File: config.mk
export PLATFORM = sky130hd
export DESIGN_NAME = dmem_arbiter_flat
export DESIGN_NICKNAME = d
export VERILOG_FILES = /design/src/rtl/riscv_pkg.sv /design/src/rtl/dmem_arbiter_if.sv /design/src/rtl/dmem_arbiter.sv /design/src/flat_wrapper.sv
export SDC_FILE = /design/constraint.sdc
export NUM_CORES = 1
export LEC_CHECK = 0
export CORE_MARGIN = 3
export CORE_UTILIZATION = 43
export CTS_CLUSTER_DIAMETER = 40
export DETAILED_ROUTE_END_ITERATION = 16
export GPL_ROUTABILITY_DRIVEN = 0
export PLACE_DENSITY = 0.82
export SYNTH_ARGS = -nofsm -noshare
export SYNTH_HDL_FRONTEND = slang
export SYNTH_SLANG_ARGS = --single-unit
File: constraint.sdc
create_clock -name clk -period 2 [get_ports clk]
set_input_delay 0.4 -clock clk [delete_from_list [all_inputs] [get_ports clk]]
set_output_delay 0.4 -clock clk [all_outputs]
set_load 0.03 [all_outputs]
File: src/rtl/riscv_pkg.sv
// Shared definitions for the data-memory arbiter: bus width defaults and the
// arbiter FSM state encoding.
package riscv_pkg;

    localparam int RV_DATA_W = 32;
    localparam int RV_ADDR_W = 32;

    typedef logic [2:0] arb_state_t;

    localparam arb_state_t ST_IDLE       = 3'd0;
    localparam arb_state_t ST_SERVE_CPU  = 3'd1;
    localparam arb_state_t ST_SERVE_HOST = 3'd2;
    localparam arb_state_t ST_RESP_CPU   = 3'd3;
    localparam arb_state_t ST_RESP_HOST  = 3'd4;

endpackage

File: src/rtl/dmem_arbiter_if.sv
// Bundle of the core, inventory-host and data-memory signals around the arbiter.
// The slave modport is the arbiter's view; master is the surrounding system.
interface dmem_arbiter_if
    import riscv_pkg::*;
#(
    parameter int DATA_W = RV_DATA_W,
    parameter int ADDR_W = RV_ADDR_W
);

    logic              cpu_req;
    logic              cpu_we;
    logic [ADDR_W-1:0] cpu_addr;
    logic [DATA_W-1:0] cpu_wdata;
    logic              cpu_stall;
    logic [DATA_W-1:0] cpu_rdata;
    logic              cpu_rvalid;

    logic              host_req;
    logic              host_we;
    logic [ADDR_W-1:0] host_addr;
    logic [DATA_W-1:0] host_wdata;
    logic              host_gnt;
    logic [DATA_W-1:0] host_rdata;
    logic              host_rvalid;

    logic              mem_we;
    logic [ADDR_W-1:0] mem_addr;
    logic [DATA_W-1:0] mem_wdata;
    logic [DATA_W-1:0] mem_rdata;

    modport slave (
        input  cpu_req, cpu_we, cpu_addr, cpu_wdata,
        output cpu_stall, cpu_rdata, cpu_rvalid,
        input  host_req, host_we, host_addr, host_wdata,
        output host_gnt, host_rdata, host_rvalid,
        output mem_we, mem_addr, mem_wdata,
        input  mem_rdata
    );

    modport master (
        output cpu_req, cpu_we, cpu_addr, cpu_wdata,
        input  cpu_stall, cpu_rdata, cpu_rvalid,
        output host_req, host_we, host_addr, host_wdata,
        input  host_gnt, host_rdata, host_rvalid,
        input  mem_we, mem_addr, mem_wdata,
        output mem_rdata
    );

endinterface

File: src/rtl/dmem_arbiter.sv
// Two-port data-memory arbiter: the core normally wins, but the inventory host
// is guaranteed a slot after STARVE_MAX consecutive CPU wins while it waits.
module dmem_arbiter
    import riscv_pkg::*;
#(
    parameter int DATA_W     = RV_DATA_W,
    parameter int ADDR_W     = RV_ADDR_W,
    parameter int STARVE_MAX = 4
)(
    input logic           clk,
    input logic           reset,
    dmem_arbiter_if.slave bus
);

    localparam int                  STREAK_W   = $clog2(STARVE_MAX + 1);
    localparam logic [STREAK_W-1:0] STREAK_CAP = STREAK_W'(STARVE_MAX);

    arb_state_t          r_state;
    logic [STREAK_W-1:0] r_streak;
    logic                r_we;
    logic [ADDR_W-1:0]   r_addr;
    logic [DATA_W-1:0]   r_wdata;
    logic [DATA_W-1:0]   r_cpu_rdata;
    logic [DATA_W-1:0]   r_host_rdata;

    logic w_host_wins;
    logic w_cpu_wins;
    logic w_serve;

    // Host wins when alone, or when contending after the CPU has used up its streak.
    always_comb begin
        w_host_wins = bus.host_req && (!bus.cpu_req || (r_streak == STREAK_CAP));
        w_cpu_wins  = bus.cpu_req && !w_host_wins;
    end

    always_ff @(posedge clk) begin
        if (!reset) begin
            r_state      <= ST_IDLE;
            r_streak     <= '0;
            r_we         <= 1'b0;
            r_addr       <= '0;
            r_wdata      <= '0;
            r_cpu_rdata  <= '0;
            r_host_rdata <= '0;
        end else begin
            case (r_state)
                ST_IDLE: begin
                    if (w_cpu_wins) begin
                        r_we    <= bus.cpu_we;
                        r_addr  <= bus.cpu_addr;
                        r_wdata <= bus.cpu_wdata;
                        r_state <= ST_SERVE_CPU;
                        if (!bus.host_req) begin
                            r_streak <= '0;
                        end else if (r_streak != STREAK_CAP) begin
                            r_streak <= r_streak + 1'b1;
                        end
                    end else if (w_host_wins) begin
                        r_we     <= bus.host_we;
                        r_addr   <= bus.host_addr;
                        r_wdata  <= bus.host_wdata;
                        r_state  <= ST_SERVE_HOST;
                        r_streak <= '0;
                    end
                end
                ST_SERVE_CPU: begin
                    if (!r_we) begin
                        r_cpu_rdata <= bus.mem_rdata;
                    end
                    r_state <= ST_RESP_CPU;
                end
                ST_SERVE_HOST: begin
                    if (!r_we) begin
                        r_host_rdata <= bus.mem_rdata;
                    end
                    r_state <= ST_RESP_HOST;
                end
                default: r_state <= ST_IDLE;
            endcase
        end
    end

    // Memory strobes are gated by reset so an abort in SERVE never commits a write.
    assign w_serve       = (r_state == ST_SERVE_CPU) || (r_state == ST_SERVE_HOST);
    assign bus.mem_we    = reset && w_serve && r_we;
    assign bus.mem_addr  = w_serve ? r_addr : '0;
    assign bus.mem_wdata = w_serve ? r_wdata : '0;

    assign bus.cpu_stall   = bus.cpu_req && (r_state != ST_RESP_CPU);
    assign bus.cpu_rvalid  = reset && (r_state == ST_RESP_CPU);
    assign bus.cpu_rdata   = r_cpu_rdata;
    assign bus.host_gnt    = reset && (r_state == ST_SERVE_HOST);
    assign bus.host_rvalid = reset && (r_state == ST_RESP_HOST);
    assign bus.host_rdata  = r_host_rdata;

endmodule

File: src/flat_wrapper.sv
// flat-port wrapper written by rule: the top's interface ports become plain ports
module dmem_arbiter_flat import riscv_pkg::*;
#(
    parameter int DATA_W     = RV_DATA_W,
    parameter int ADDR_W     = RV_ADDR_W,
    parameter int STARVE_MAX = 4
)
  (clk, reset, bus_cpu_req, bus_cpu_we, bus_cpu_addr, bus_cpu_wdata, bus_cpu_stall, bus_cpu_rdata, bus_cpu_rvalid, bus_host_req, bus_host_we, bus_host_addr, bus_host_wdata, bus_host_gnt, bus_host_rdata, bus_host_rvalid, bus_mem_we, bus_mem_addr, bus_mem_wdata, bus_mem_rdata);
  dmem_arbiter_if #(.DATA_W(DATA_W), .ADDR_W(ADDR_W)) bus_i ();
  input logic clk;
  input logic reset;
  input wire logic [$bits(bus_i.cpu_req)-1:0] bus_cpu_req;
  input wire logic [$bits(bus_i.cpu_we)-1:0] bus_cpu_we;
  input wire logic [$bits(bus_i.cpu_addr)-1:0] bus_cpu_addr;
  input wire logic [$bits(bus_i.cpu_wdata)-1:0] bus_cpu_wdata;
  output wire logic [$bits(bus_i.cpu_stall)-1:0] bus_cpu_stall;
  output wire logic [$bits(bus_i.cpu_rdata)-1:0] bus_cpu_rdata;
  output wire logic [$bits(bus_i.cpu_rvalid)-1:0] bus_cpu_rvalid;
  input wire logic [$bits(bus_i.host_req)-1:0] bus_host_req;
  input wire logic [$bits(bus_i.host_we)-1:0] bus_host_we;
  input wire logic [$bits(bus_i.host_addr)-1:0] bus_host_addr;
  input wire logic [$bits(bus_i.host_wdata)-1:0] bus_host_wdata;
  output wire logic [$bits(bus_i.host_gnt)-1:0] bus_host_gnt;
  output wire logic [$bits(bus_i.host_rdata)-1:0] bus_host_rdata;
  output wire logic [$bits(bus_i.host_rvalid)-1:0] bus_host_rvalid;
  output wire logic [$bits(bus_i.mem_we)-1:0] bus_mem_we;
  output wire logic [$bits(bus_i.mem_addr)-1:0] bus_mem_addr;
  output wire logic [$bits(bus_i.mem_wdata)-1:0] bus_mem_wdata;
  input wire logic [$bits(bus_i.mem_rdata)-1:0] bus_mem_rdata;
  assign bus_i.cpu_req = bus_cpu_req;
  assign bus_i.cpu_we = bus_cpu_we;
  assign bus_i.cpu_addr = bus_cpu_addr;
  assign bus_i.cpu_wdata = bus_cpu_wdata;
  assign bus_cpu_stall = bus_i.cpu_stall;
  assign bus_cpu_rdata = bus_i.cpu_rdata;
  assign bus_cpu_rvalid = bus_i.cpu_rvalid;
  assign bus_i.host_req = bus_host_req;
  assign bus_i.host_we = bus_host_we;
  assign bus_i.host_addr = bus_host_addr;
  assign bus_i.host_wdata = bus_host_wdata;
  assign bus_host_gnt = bus_i.host_gnt;
  assign bus_host_rdata = bus_i.host_rdata;
  assign bus_host_rvalid = bus_i.host_rvalid;
  assign bus_mem_we = bus_i.mem_we;
  assign bus_mem_addr = bus_i.mem_addr;
  assign bus_mem_wdata = bus_i.mem_wdata;
  assign bus_i.mem_rdata = bus_mem_rdata;
  dmem_arbiter #(.DATA_W(DATA_W), .ADDR_W(ADDR_W), .STARVE_MAX(STARVE_MAX)) u_core (.clk(clk), .reset(reset), .bus(bus_i));
endmodule
==> impl_metrics.prom, run 1 <==
# TYPE chip_impl_metric gauge
chip_impl_info{name="result_of_the_run",value="finished, violations left"} 1
chip_impl_info{name="failed_checks",value="setup timing"} 1
chip_impl_metric{name="timing.reg2reg.setup_slack",unit="ns"} 0.18
chip_impl_metric{name="final.fill_count",unit=""} 1193
chip_impl_info{name="cts-root-buf",value="clkbuf_16"} 1
chip_impl_metric{name="largest_net_degree_at_the_start_of_global_routing",unit=""} 68
chip_impl_metric{name="fmax",unit="MHz"} 485
chip_impl_metric{name="final-setup-viol-count",unit=""} 65
chip_impl_metric{name="fp.coreArea",unit="µm²"} 15300
chip_impl_metric{name="detail_route.drc_violations",unit=""} 0
chip_impl_metric{name="worst-path-buf-inv",unit=""} 3
chip_impl_metric{name="synth_cell_types",unit=""} 35
chip_impl_metric{name="pnr_total_power",unit="µW"} 9170
chip_impl_metric{name="worstMarginPinSlew",unit="ns"} 0.605
chip_impl_metric{name="post-route-util",unit="%"} 72.5
chip_impl_metric{name="ys.warnings.count",unit=""} 0
chip_impl_info{name="critical_path_class",value="reg2out"} 1
chip_impl_info{name="reg2reg_to",value="u_core.r_addr[3]$_SDFFE_PN0P_"} 1
chip_impl_metric{name="static-leakage-power",unit="µW"} 0.00458
chip_impl_metric{name="pin_count",unit=""} 299
chip_impl_metric{name="timing.max_slew.rel_slack",unit="%"} 59.7
chip_impl_metric{name="max_slew_vio_count",unit=""} 0
chip_impl_metric{name="die_height",unit="µm"} 132
chip_impl_metric{name="critical-path-max-stage-delay",unit="ns"} 0.36
chip_impl_metric{name="synth_nets",unit=""} 951
chip_impl_metric{name="dpl.cell_count",unit=""} 1231
chip_impl_info{name="crit_family",value="buffers and inverters"} 1
chip_impl_metric{name="drt.antenna.violating_nets",unit=""} 0
chip_impl_metric{name="vdd_ir_drop_max",unit="V"} 0.000588
chip_impl_info{name="rsz0062_at_grt",value="true"} 1
chip_impl_metric{name="global_route.overflow_total",unit=""} 0
chip_impl_info{name="crit_top_cell",value="buf_6"} 1
chip_impl_metric{name="clkSinkCount",unit=""} 135
chip_impl_metric{name="htree_num_levels",unit=""} 4
chip_impl_metric{name="signal_arrival_time_at_the_worst_endpoint",unit="ns"} 1.66
chip_impl_metric{name="synthToLayoutAreaGrowth",unit="%"} 63.5
chip_impl_metric{name="route.detailed.vias_per_inst",unit=""} 5.35
chip_impl_metric{name="antenna_violations_before_repair",unit=""} 2
chip_impl_metric{name="rows",unit=""} 45
chip_impl_info{name="worstPathCellList",value="xnor2_4 > nor2_4 > buf_6 > clkbuf_16 > and2_4 > buf_6"} 1
chip_impl_metric{name="vias",unit=""} 6822
chip_impl_metric{name="clock-skew-final",unit="ns"} 0.00949
chip_impl_metric{name="worst_skew_pair.late_latency",unit="ns"} 0.41
chip_impl_metric{name="numPortBuffers",unit=""} 298
chip_impl_metric{name="gr-usage-all-layers",unit="%"} 24.8
chip_impl_metric{name="power-per-cell-area",unit="nW/µm²"} 826
chip_impl_metric{name="grt_pass1_wl",unit="µm"} 35000
chip_impl_metric{name="tns",unit="ns"} -2.28
chip_impl_metric{name="clockBufferDepth",unit=""} 2
chip_impl_metric{name="drt_iter0_drc",unit=""} 396
chip_impl_metric{name="sequential_area_share_after_synthesis",unit="%"} 39.8
chip_impl_info{name="worst_min_delay_path_category",value="in2reg"} 1
chip_impl_metric{name="min_period_over_period",unit="%"} 103
chip_impl_info{name="tritoncts",value="done"} 1
chip_impl_metric{name="die_width",unit="µm"} 132
chip_impl_metric{name="wl_per_cell",unit="µm"} 17.9
chip_impl_metric{name="postSynthCellCount",unit=""} 783
chip_impl_metric{name="final_hold_viol_count",unit=""} 0
chip_impl_metric{name="drt_first_pass_iters",unit=""} 4
chip_impl_metric{name="dpl.hpwl",unit="µm"} 14900
chip_impl_metric{name="finish.net_count",unit=""} 1219
chip_impl_info{name="r2r-start",value="u_core.r_state[0]$_SDFFE_PN0P_"} 1
chip_impl_metric{name="placement.setup.worst_slack",unit="ns"} 0.00290
chip_impl_metric{name="synth_area_per_inst",unit="µm²"} 8.67
chip_impl_metric{name="path_clk_slew",unit="ns"} 0.06
chip_impl_metric{name="fin_ws",unit="ns"} -0.0602
chip_impl_metric{name="max-cap-violations",unit=""} 0
chip_impl_metric{name="critical_path_depth",unit=""} 6
chip_impl_metric{name="synthesis.area",unit="µm²"} 6790
chip_impl_metric{name="reg2reg_depth",unit=""} 5
chip_impl_metric{name="design.die.area",unit="µm²"} 17300
chip_impl_info{name="worstSetupStartpointType",value="flip-flop"} 1
chip_impl_metric{name="effective_utilization_at_floorplan",unit="%"} 44.3
chip_impl_info{name="critical_path_start",value="u_core.r_state[1]$_SDFFE_PN0P_"} 1
chip_impl_metric{name="grt_pass1_vias",unit=""} 6579
chip_impl_metric{name="tritoncts.num_buffers",unit=""} 17
chip_impl_metric{name="finalCriticalPeriod",unit="ns"} 2.06
chip_impl_info{name="cp-endpoint",value="bus_mem_wdata[23]"} 1
chip_impl_metric{name="synth_seq_cells",unit=""} 135
chip_impl_metric{name="fraction_of_layout_instances_using_a_drive_strength_above_1",unit="%"} 22.3
chip_impl_metric{name="cp.required",unit="ns"} 1.60
chip_impl_info{name="critical_path.slowest_cell",value="dfxtp_4"} 1
chip_impl_metric{name="layout.cells.non_filler",unit=""} 1276
chip_impl_info{name="end_kind",value="output pin"} 1
chip_impl_metric{name="route.final.wire_length",unit="µm"} 22900
chip_impl_metric{name="crit_path_max_fanout",unit=""} 7
## sequential cells by signal, indices dropped and copies added, names as in the netlist
| name | flops |
|---|---|
| u_core.r_streak | 3 |
| u_core.r_we | 1 |
| u_core.r_addr | 32 |
| u_core.r_state | 3 |
| u_core.r_wdata | 32 |
| u_core.bus.host_rdata | 32 |
| u_core.bus.cpu_rdata | 32 |
## report_power, final
group | internal, µW | switching (µW) | total (µW)
registers | 2950 | 137 | 3090
logic | 1430 | 1330 | 2750
clock network | 2100 | 1230 | 3330
total | 6480 | 2700 | 9170
## layout make-up
class,instances,area (µm²),area share [%]
flip-flops and latches,135,2710,24.4
clock buffers,18,429,3.87
well taps,211,264,2.38
multi-input cells,555,3820,34.4
inverters,3,11.3,0.101
repair buffers,339,3670,33.0
diodes,1,2.50,0.0225
clock inverters,14,196,1.77
## cell usage after synthesis
cell | count | area share [%]
dfxtp_1 | 135 | 40
nand2_1 | 130 | 7.2
a21oi_1 | 68 | 5.0
and3_1 | 67 | 6.2
a21boi_0 | 66 | 7.3
and2_1 | 65 | 6.0
o311a_1 | 65 | 9.6
clkbuf_1 | 51 | 2.8
o21bai_1 | 48 | 5.3
buf_6 | 17 | 2.8
o21bai_2 | 17 | 2.8
buf_2 | 15 | 1.1
clkbuf_2 | 6 | 0.44
nor2_1 | 3 | 0.17
nor3_1 | 3 | 0.22
ha_1 | 2 | 0.37
inv_1 | 2 | 0.11
nand4_1 | 2 | 0.18
nor2b_1 | 2 | 0.18
o21ai_0 | 2 | 0.15
o21ai_1 | 2 | 0.15
or4b_1 | 2 | 0.29
a31oi_1 | 1 | 0.092
buf_4 | 1 | 0.11
clkinv_1 | 1 | 0.055
nand3_1 | 1 | 0.074
nand3_2 | 1 | 0.15
nand4b_1 | 1 | 0.13
nor3_2 | 1 | 0.15
nor4b_1 | 1 | 0.13
nor4b_2 | 1 | 0.22
nor4b_4 | 1 | 0.35
o21a_1 | 1 | 0.11
or3_1 | 1 | 0.092
xnor2_1 | 1 | 0.13
## per-stage QoR
stage,area [µm²],hold WS (ns)
3_3_place_gp,9780,0.441
6_report,11100,0.339
2_1_floorplan,6790,0.466
5_1_grt,11100,0.343
3_5_place_dp,9780,0.446
4_1_cts,10900,0.325
## kinds of logic (layout without fill, tap and decap cells)
family          after synthesis  after routing  share of synthesized area, %
simple gates                282            282                          21.7
other cells                   0              1                             0
buf+inv                      93            374                          7.47
compound gates              270            270                          30.5
flops                       135            135                          39.8
fa+ha+maj                     2              2                         0.369
xor+xnor                      1              1                         0.129
## layer usage
metal	up-vias	routed length, µm	GRT usage (%)
li1	3323	-	-
met1	3192	9120	29.0
met2	266	11300	42.2
met3	39	1800	8.12
met4	2	612	9.57
met5	-	18	0
## repair_timing
action                                 4_1_cts  5_1_grt
setup endpoints to repair                   66       68
hold buffers                                 0        0
resized for setup                          108       41
buffers inserted                             5        0
cloned                                       3        4
pin swaps                                   14       23
endpoints found under the hold margin        0        0
## worst reg2reg max path, delay by kind of cell, from the launching register on
family | cells | cell delay, ns
buffers and inverters | 2 | 0.39
AND/OR/NAND/NOR | 1 | 0.34
AO/OA/AOI/OAI | 2 | 0.61
flip-flops | 1 | 0.36
## layout by cell type (no fill, tap or decap), types with 2 or more instances in the layout
master | netlist | final
clkdlybuf4s50_1 | 0 | 227
dfxtp_1 | 135 | 133
nand2_1 | 130 | 130
a21oi_1 | 68 | 68
buf_6 | 17 | 68
and3_1 | 67 | 66
a21boi_0 | 66 | 65
o311a_1 | 65 | 65
and2_4 | 0 | 62
o21bai_1 | 48 | 48
buf_4 | 1 | 21
clkbuf_16 | 0 | 20
o21bai_2 | 17 | 17
buf_12 | 0 | 14
inv_6 | 0 | 4
bufinv_16 | 0 | 4
and2_1 | 65 | 3
nor3_1 | 3 | 3
nor4b_4 | 1 | 3
clkinvlp_4 | 0 | 3
buf_16 | 0 | 3
inv_1 | 2 | 2
nor2_4 | 0 | 2
or4b_1 | 2 | 2
o21ai_0 | 2 | 2
nand4_1 | 2 | 2
ha_1 | 2 | 2
clkinv_2 | 0 | 2
buf_8 | 0 | 2
dfxtp_4 | 0 | 2
## how the worst min path moves through the flow
stage / start / end / cells after the start
final: reset / u_core.r_state[2]$_SDFFE_PN0P_ / 3
after global routing: reset / u_core.r_state[2]$_SDFFE_PN0P_ / 3
after CTS: reset / u_core.r_state[2]$_SDFFE_PN0P_ / 3
after detailed placement: u_core.bus.host_rdata[17]$_SDFFE_PN0P_ / u_core.bus.host_rdata[17]$_SDFFE_PN0P_ / 2
after global placement: u_core.bus.host_rdata[5]$_SDFFE_PN0P_ / u_core.bus.host_rdata[5]$_SDFFE_PN0P_ / 2
after floorplan: u_core.r_streak[1]$_SDFFE_PN0P_ / u_core.r_streak[1]$_SDFFE_PN0P_ / 2
No activity file was read; power rests on OpenSTA's default activity.
==> run 2, diff against run 1 <==
--- a/config.mk
+++ b/config.mk
@@ -5,12 +5,13 @@
 export SDC_FILE = /design/constraint.sdc
 export NUM_CORES = 1
 export LEC_CHECK = 0
-export CORE_MARGIN = 3
-export CORE_UTILIZATION = 43
+export CORE_AREA = 3 3 114 116
 export CTS_CLUSTER_DIAMETER = 40
 export DETAILED_ROUTE_END_ITERATION = 16
+export DIE_AREA = 0 0 117 119
+export DONT_BUFFER_PORTS = 1
 export GPL_ROUTABILITY_DRIVEN = 0
-export PLACE_DENSITY = 0.82
+export PLACE_DENSITY = 0.71
 export SYNTH_ARGS = -nofsm -noshare
 export SYNTH_HDL_FRONTEND = slang
 export SYNTH_SLANG_ARGS = --single-unit
==> impl_metrics.prom, run 2 (synthesis gave the netlist of run 1 again) <==
# TYPE chip_impl_metric gauge
chip_impl_info{name="final_common_cell",value="dfxtp_1"} 1
chip_impl_info{name="result_of_the_run",value="finished, violations left"} 1
chip_impl_metric{name="layout.cells.non_filler",unit=""} 972
chip_impl_metric{name="hold_depth",unit=""} 1
chip_impl_metric{name="dpl.cell_count",unit=""} 924
chip_impl_metric{name="pin_count",unit=""} 299
chip_impl_metric{name="grt_pass1_vias",unit=""} 6061
chip_impl_metric{name="vdd_ir_drop_max",unit="V"} 0.000562
chip_impl_metric{name="fin_ws",unit="ns"} -0.0568
chip_impl_metric{name="timing.max_slew.rel_slack",unit="%"} 56.3
chip_impl_metric{name="route.final.wire_length",unit="µm"} 20300
chip_impl_info{name="cts-root-buf",value="clkbuf_16"} 1
chip_impl_metric{name="clock_power_share",unit="%"} 39.0
chip_impl_info{name="r2r-start",value="u_core.r_state[2]$_SDFFE_PN0P_"} 1
chip_impl_metric{name="cp.required",unit="ns"} 1.60
chip_impl_metric{name="max_slew_vio_count",unit=""} 0
chip_impl_metric{name="grt_pass1_wl",unit="µm"} 30600
chip_impl_info{name="end_kind",value="output pin"} 1
chip_impl_metric{name="global_route.overflow_total",unit=""} 0
chip_impl_metric{name="dpl.hpwl",unit="µm"} 12500
chip_impl_metric{name="drt_first_pass_iters",unit=""} 4
chip_impl_metric{name="synthToLayoutAreaGrowth",unit="%"} 22.8
chip_impl_metric{name="largest_net_degree_at_the_start_of_global_routing",unit=""} 137
chip_impl_metric{name="route.detailed.vias_per_inst",unit=""} 6.17
chip_impl_metric{name="min_period_over_period",unit="%"} 103
chip_impl_metric{name="critical-path-max-stage-delay",unit="ns"} 0.35
chip_impl_metric{name="die_width",unit="µm"} 117
chip_impl_info{name="tritoncts",value="done"} 1
chip_impl_metric{name="critical_path_depth",unit=""} 6
chip_impl_metric{name="timing.reg2reg.setup_slack",unit="ns"} 0.15
chip_impl_info{name="worstHoldEndpoint",value="u_core.r_addr[23]$_SDFFE_PN0P_"} 1
chip_impl_metric{name="reg2reg_depth",unit=""} 5
chip_impl_info{name="critical_path_class",value="reg2out"} 1
chip_impl_info{name="worstPathCellList",value="xnor2_4 > buf_12 > nor2_4 > buf_12 > and2_1 > buf_6"} 1
chip_impl_info{name="failed_checks",value="setup timing"} 1
chip_impl_metric{name="die_height",unit="µm"} 119
chip_impl_metric{name="antenna_violations_before_repair",unit=""} 3
chip_impl_metric{name="power.combinational.fraction",unit="%"} 22.1
chip_impl_info{name="reg2reg_to",value="u_core.r_addr[8]$_SDFFE_PN0P_"} 1
chip_impl_metric{name="path_clk_slew",unit="ns"} 0.06
chip_impl_metric{name="post_cts_hold_buffer_count",unit=""} 0
chip_impl_metric{name="design.die.area",unit="µm²"} 13900
chip_impl_metric{name="finish.net_count",unit=""} 977
chip_impl_metric{name="fraction_of_layout_instances_using_a_drive_strength_above_1",unit="%"} 22.5
chip_impl_metric{name="static-leakage-power",unit="µW"} 0.00352
chip_impl_metric{name="worst_skew_pair.late_latency",unit="ns"} 0.42
chip_impl_metric{name="rows",unit=""} 40
chip_impl_metric{name="clock-skew-final",unit="ns"} 0.00853
chip_impl_metric{name="tritoncts.num_buffers",unit=""} 17
chip_impl_metric{name="drt.antenna.violating_nets",unit=""} 0
chip_impl_metric{name="finalCriticalPeriod",unit="ns"} 2.06
chip_impl_metric{name="htree_num_levels",unit=""} 4
chip_impl_metric{name="signal_arrival_time_at_the_worst_endpoint",unit="ns"} 1.66
chip_impl_metric{name="drt_iter0_drc",unit=""} 447
chip_impl_metric{name="final-setup-viol-count",unit=""} 36
chip_impl_metric{name="clockBufferDepth",unit=""} 2
chip_impl_metric{name="swShare",unit="%"} 29.3
chip_impl_metric{name="worstMarginPinSlew",unit="ns"} 0.655
chip_impl_info{name="worst_min_delay_path_category",value="in2reg"} 1
chip_impl_metric{name="seqPwrFrac",unit="%"} 38.8
chip_impl_metric{name="max-cap-violations",unit=""} 0
chip_impl_metric{name="effective_utilization_at_floorplan",unit="%"} 56.5
chip_impl_metric{name="internal_power",unit="µW"} 5940
chip_impl_metric{name="vias",unit=""} 5994
chip_impl_info{name="worstSetupStartpointType",value="flip-flop"} 1
chip_impl_metric{name="crit_path_max_fanout",unit=""} 13
chip_impl_info{name="crit_family",value="buffers and inverters"} 1
chip_impl_info{name="min_from",value="reset"} 1
chip_impl_metric{name="tns",unit="ns"} -0.623
chip_impl_metric{name="final_hold_viol_count",unit=""} 0
chip_impl_metric{name="fmax",unit="MHz"} 486
chip_impl_metric{name="wl_per_cell",unit="µm"} 20.9
chip_impl_metric{name="gr-usage-all-layers",unit="%"} 27.8
chip_impl_info{name="rsz0062_at_grt",value="true"} 1
chip_impl_metric{name="numPortBuffers",unit=""} 0
chip_impl_metric{name="worst-path-buf-inv",unit=""} 3
chip_impl_info{name="leading_cell_types_in_the_layout_fill_and_taps_excluded",value="dfxtp_1, nand2_1, a21oi_1, and3_1, a21boi_0"} 1
chip_impl_info{name="critical_path.slowest_cell",value="dfxtp_2"} 1
chip_impl_metric{name="detail_route.drc_violations",unit=""} 0
chip_impl_metric{name="power-per-cell-area",unit="nW/µm²"} 1010
chip_impl_info{name="crit_top_cell",value="buf_12"} 1
chip_impl_metric{name="clkSinkCount",unit=""} 135
chip_impl_metric{name="fp.coreArea",unit="µm²"} 12000
chip_impl_metric{name="netSwitchingPower",unit="µW"} 2460
run 2: worst max path at each step:
stage	to	from	slack [ns]
after CTS	bus_mem_we	u_core.r_state[1]$_SDFFE_PN0P_	-0.05
after detailed placement	bus_mem_we	u_core.r_state[0]$_SDFFE_PN0P_	-0.19
after global routing	bus_mem_we	u_core.r_state[1]$_SDFFE_PN0P_	-0.09
after global placement	bus_mem_addr[20]	u_core.r_state[0]$_SDFFE_PN0P_	-0.24
after floorplan	bus_host_gnt	reset	0.007
final	bus_mem_addr[20]	u_core.r_state[1]$_SDFFE_PN0P_	-0.06
run 2: layer usage:
metal	track usage, %	routed length, µm	vias up
met2	46.8	10300	256
met5	0	0	-
met1	30.9	7660	2856
met3	9.76	1780	44
met4	12.8	595	0
li1	-	-	2838
run 2: worst register-to-register path, stage by stage, from the launching register on:
cell and delay, ns:
dfxtp_4 0.39, buf_4 0.20, nor3_2 0.40, o21ai_4 0.12
buf_4 0.24, o311a_1 0.38
run 2: power by group through the flow:
stage	clock [µW]	sequential [µW]	combinational (µW)
after floorplan	0	3240	1280
after global placement	0	3290	1530
after detailed placement	0	3300	1570
after CTS	3310	3250	1780
after global routing	3470	3280	1990
final	3280	3260	1860
run 2: timing repair:
item                                    CTS  global route
endpoints found under the setup margin   65            68
buffers inserted                         10             0
pin swaps                                 5             0
gates cloned                              3             0
gates resized for setup                  42            54
run 2: cell type report:
cell class | instances | area [µm²]
Antenna cell | 4 | 10.0
Clock buffer | 19 | 443
Timing Repair Buffer | 94 | 1050
Clock inverter | 12 | 176
Multi-Input combinational cell | 558 | 3750
Inverter | 3 | 11.3
Tap cell | 147 | 184
Sequential cell | 135 | 2710
Fill cell | 947 | 3680
run 2: per-stage QoR:
step | power (µW) | util, % | setup WS (ns) | hold slack, ns | area, µm²
4_1_cts | 8330 | 67.9 | -0.0530 | 0.103 | 8160
5_1_grt | 8740 | 69.4 | -0.0944 | 0.0971 | 8330
6_report | 8390 | 69.4 | -0.0568 | 0.114 | 8340
2_1_floorplan | 4520 | - | 0.00723 | 0.466 | 6790
3_3_place_gp | 4820 | 60.3 | -0.238 | 0.477 | 7240
3_5_place_dp | 4870 | 60.3 | -0.187 | 0.505 | 7240
==> run 3, diff against run 2 <==
--- a/config.mk
+++ b/config.mk
@@ -7,6 +7,7 @@
 export LEC_CHECK = 0
 export CORE_AREA = 3 3 114 116
 export CTS_CLUSTER_DIAMETER = 40
+export CTS_CLUSTER_SIZE = 10
 export DETAILED_ROUTE_END_ITERATION = 16
 export DIE_AREA = 0 0 117 119
 export DONT_BUFFER_PORTS = 1
==> results of run 3 <==
Final layout, timing and power as in run 2 (identical DEF).
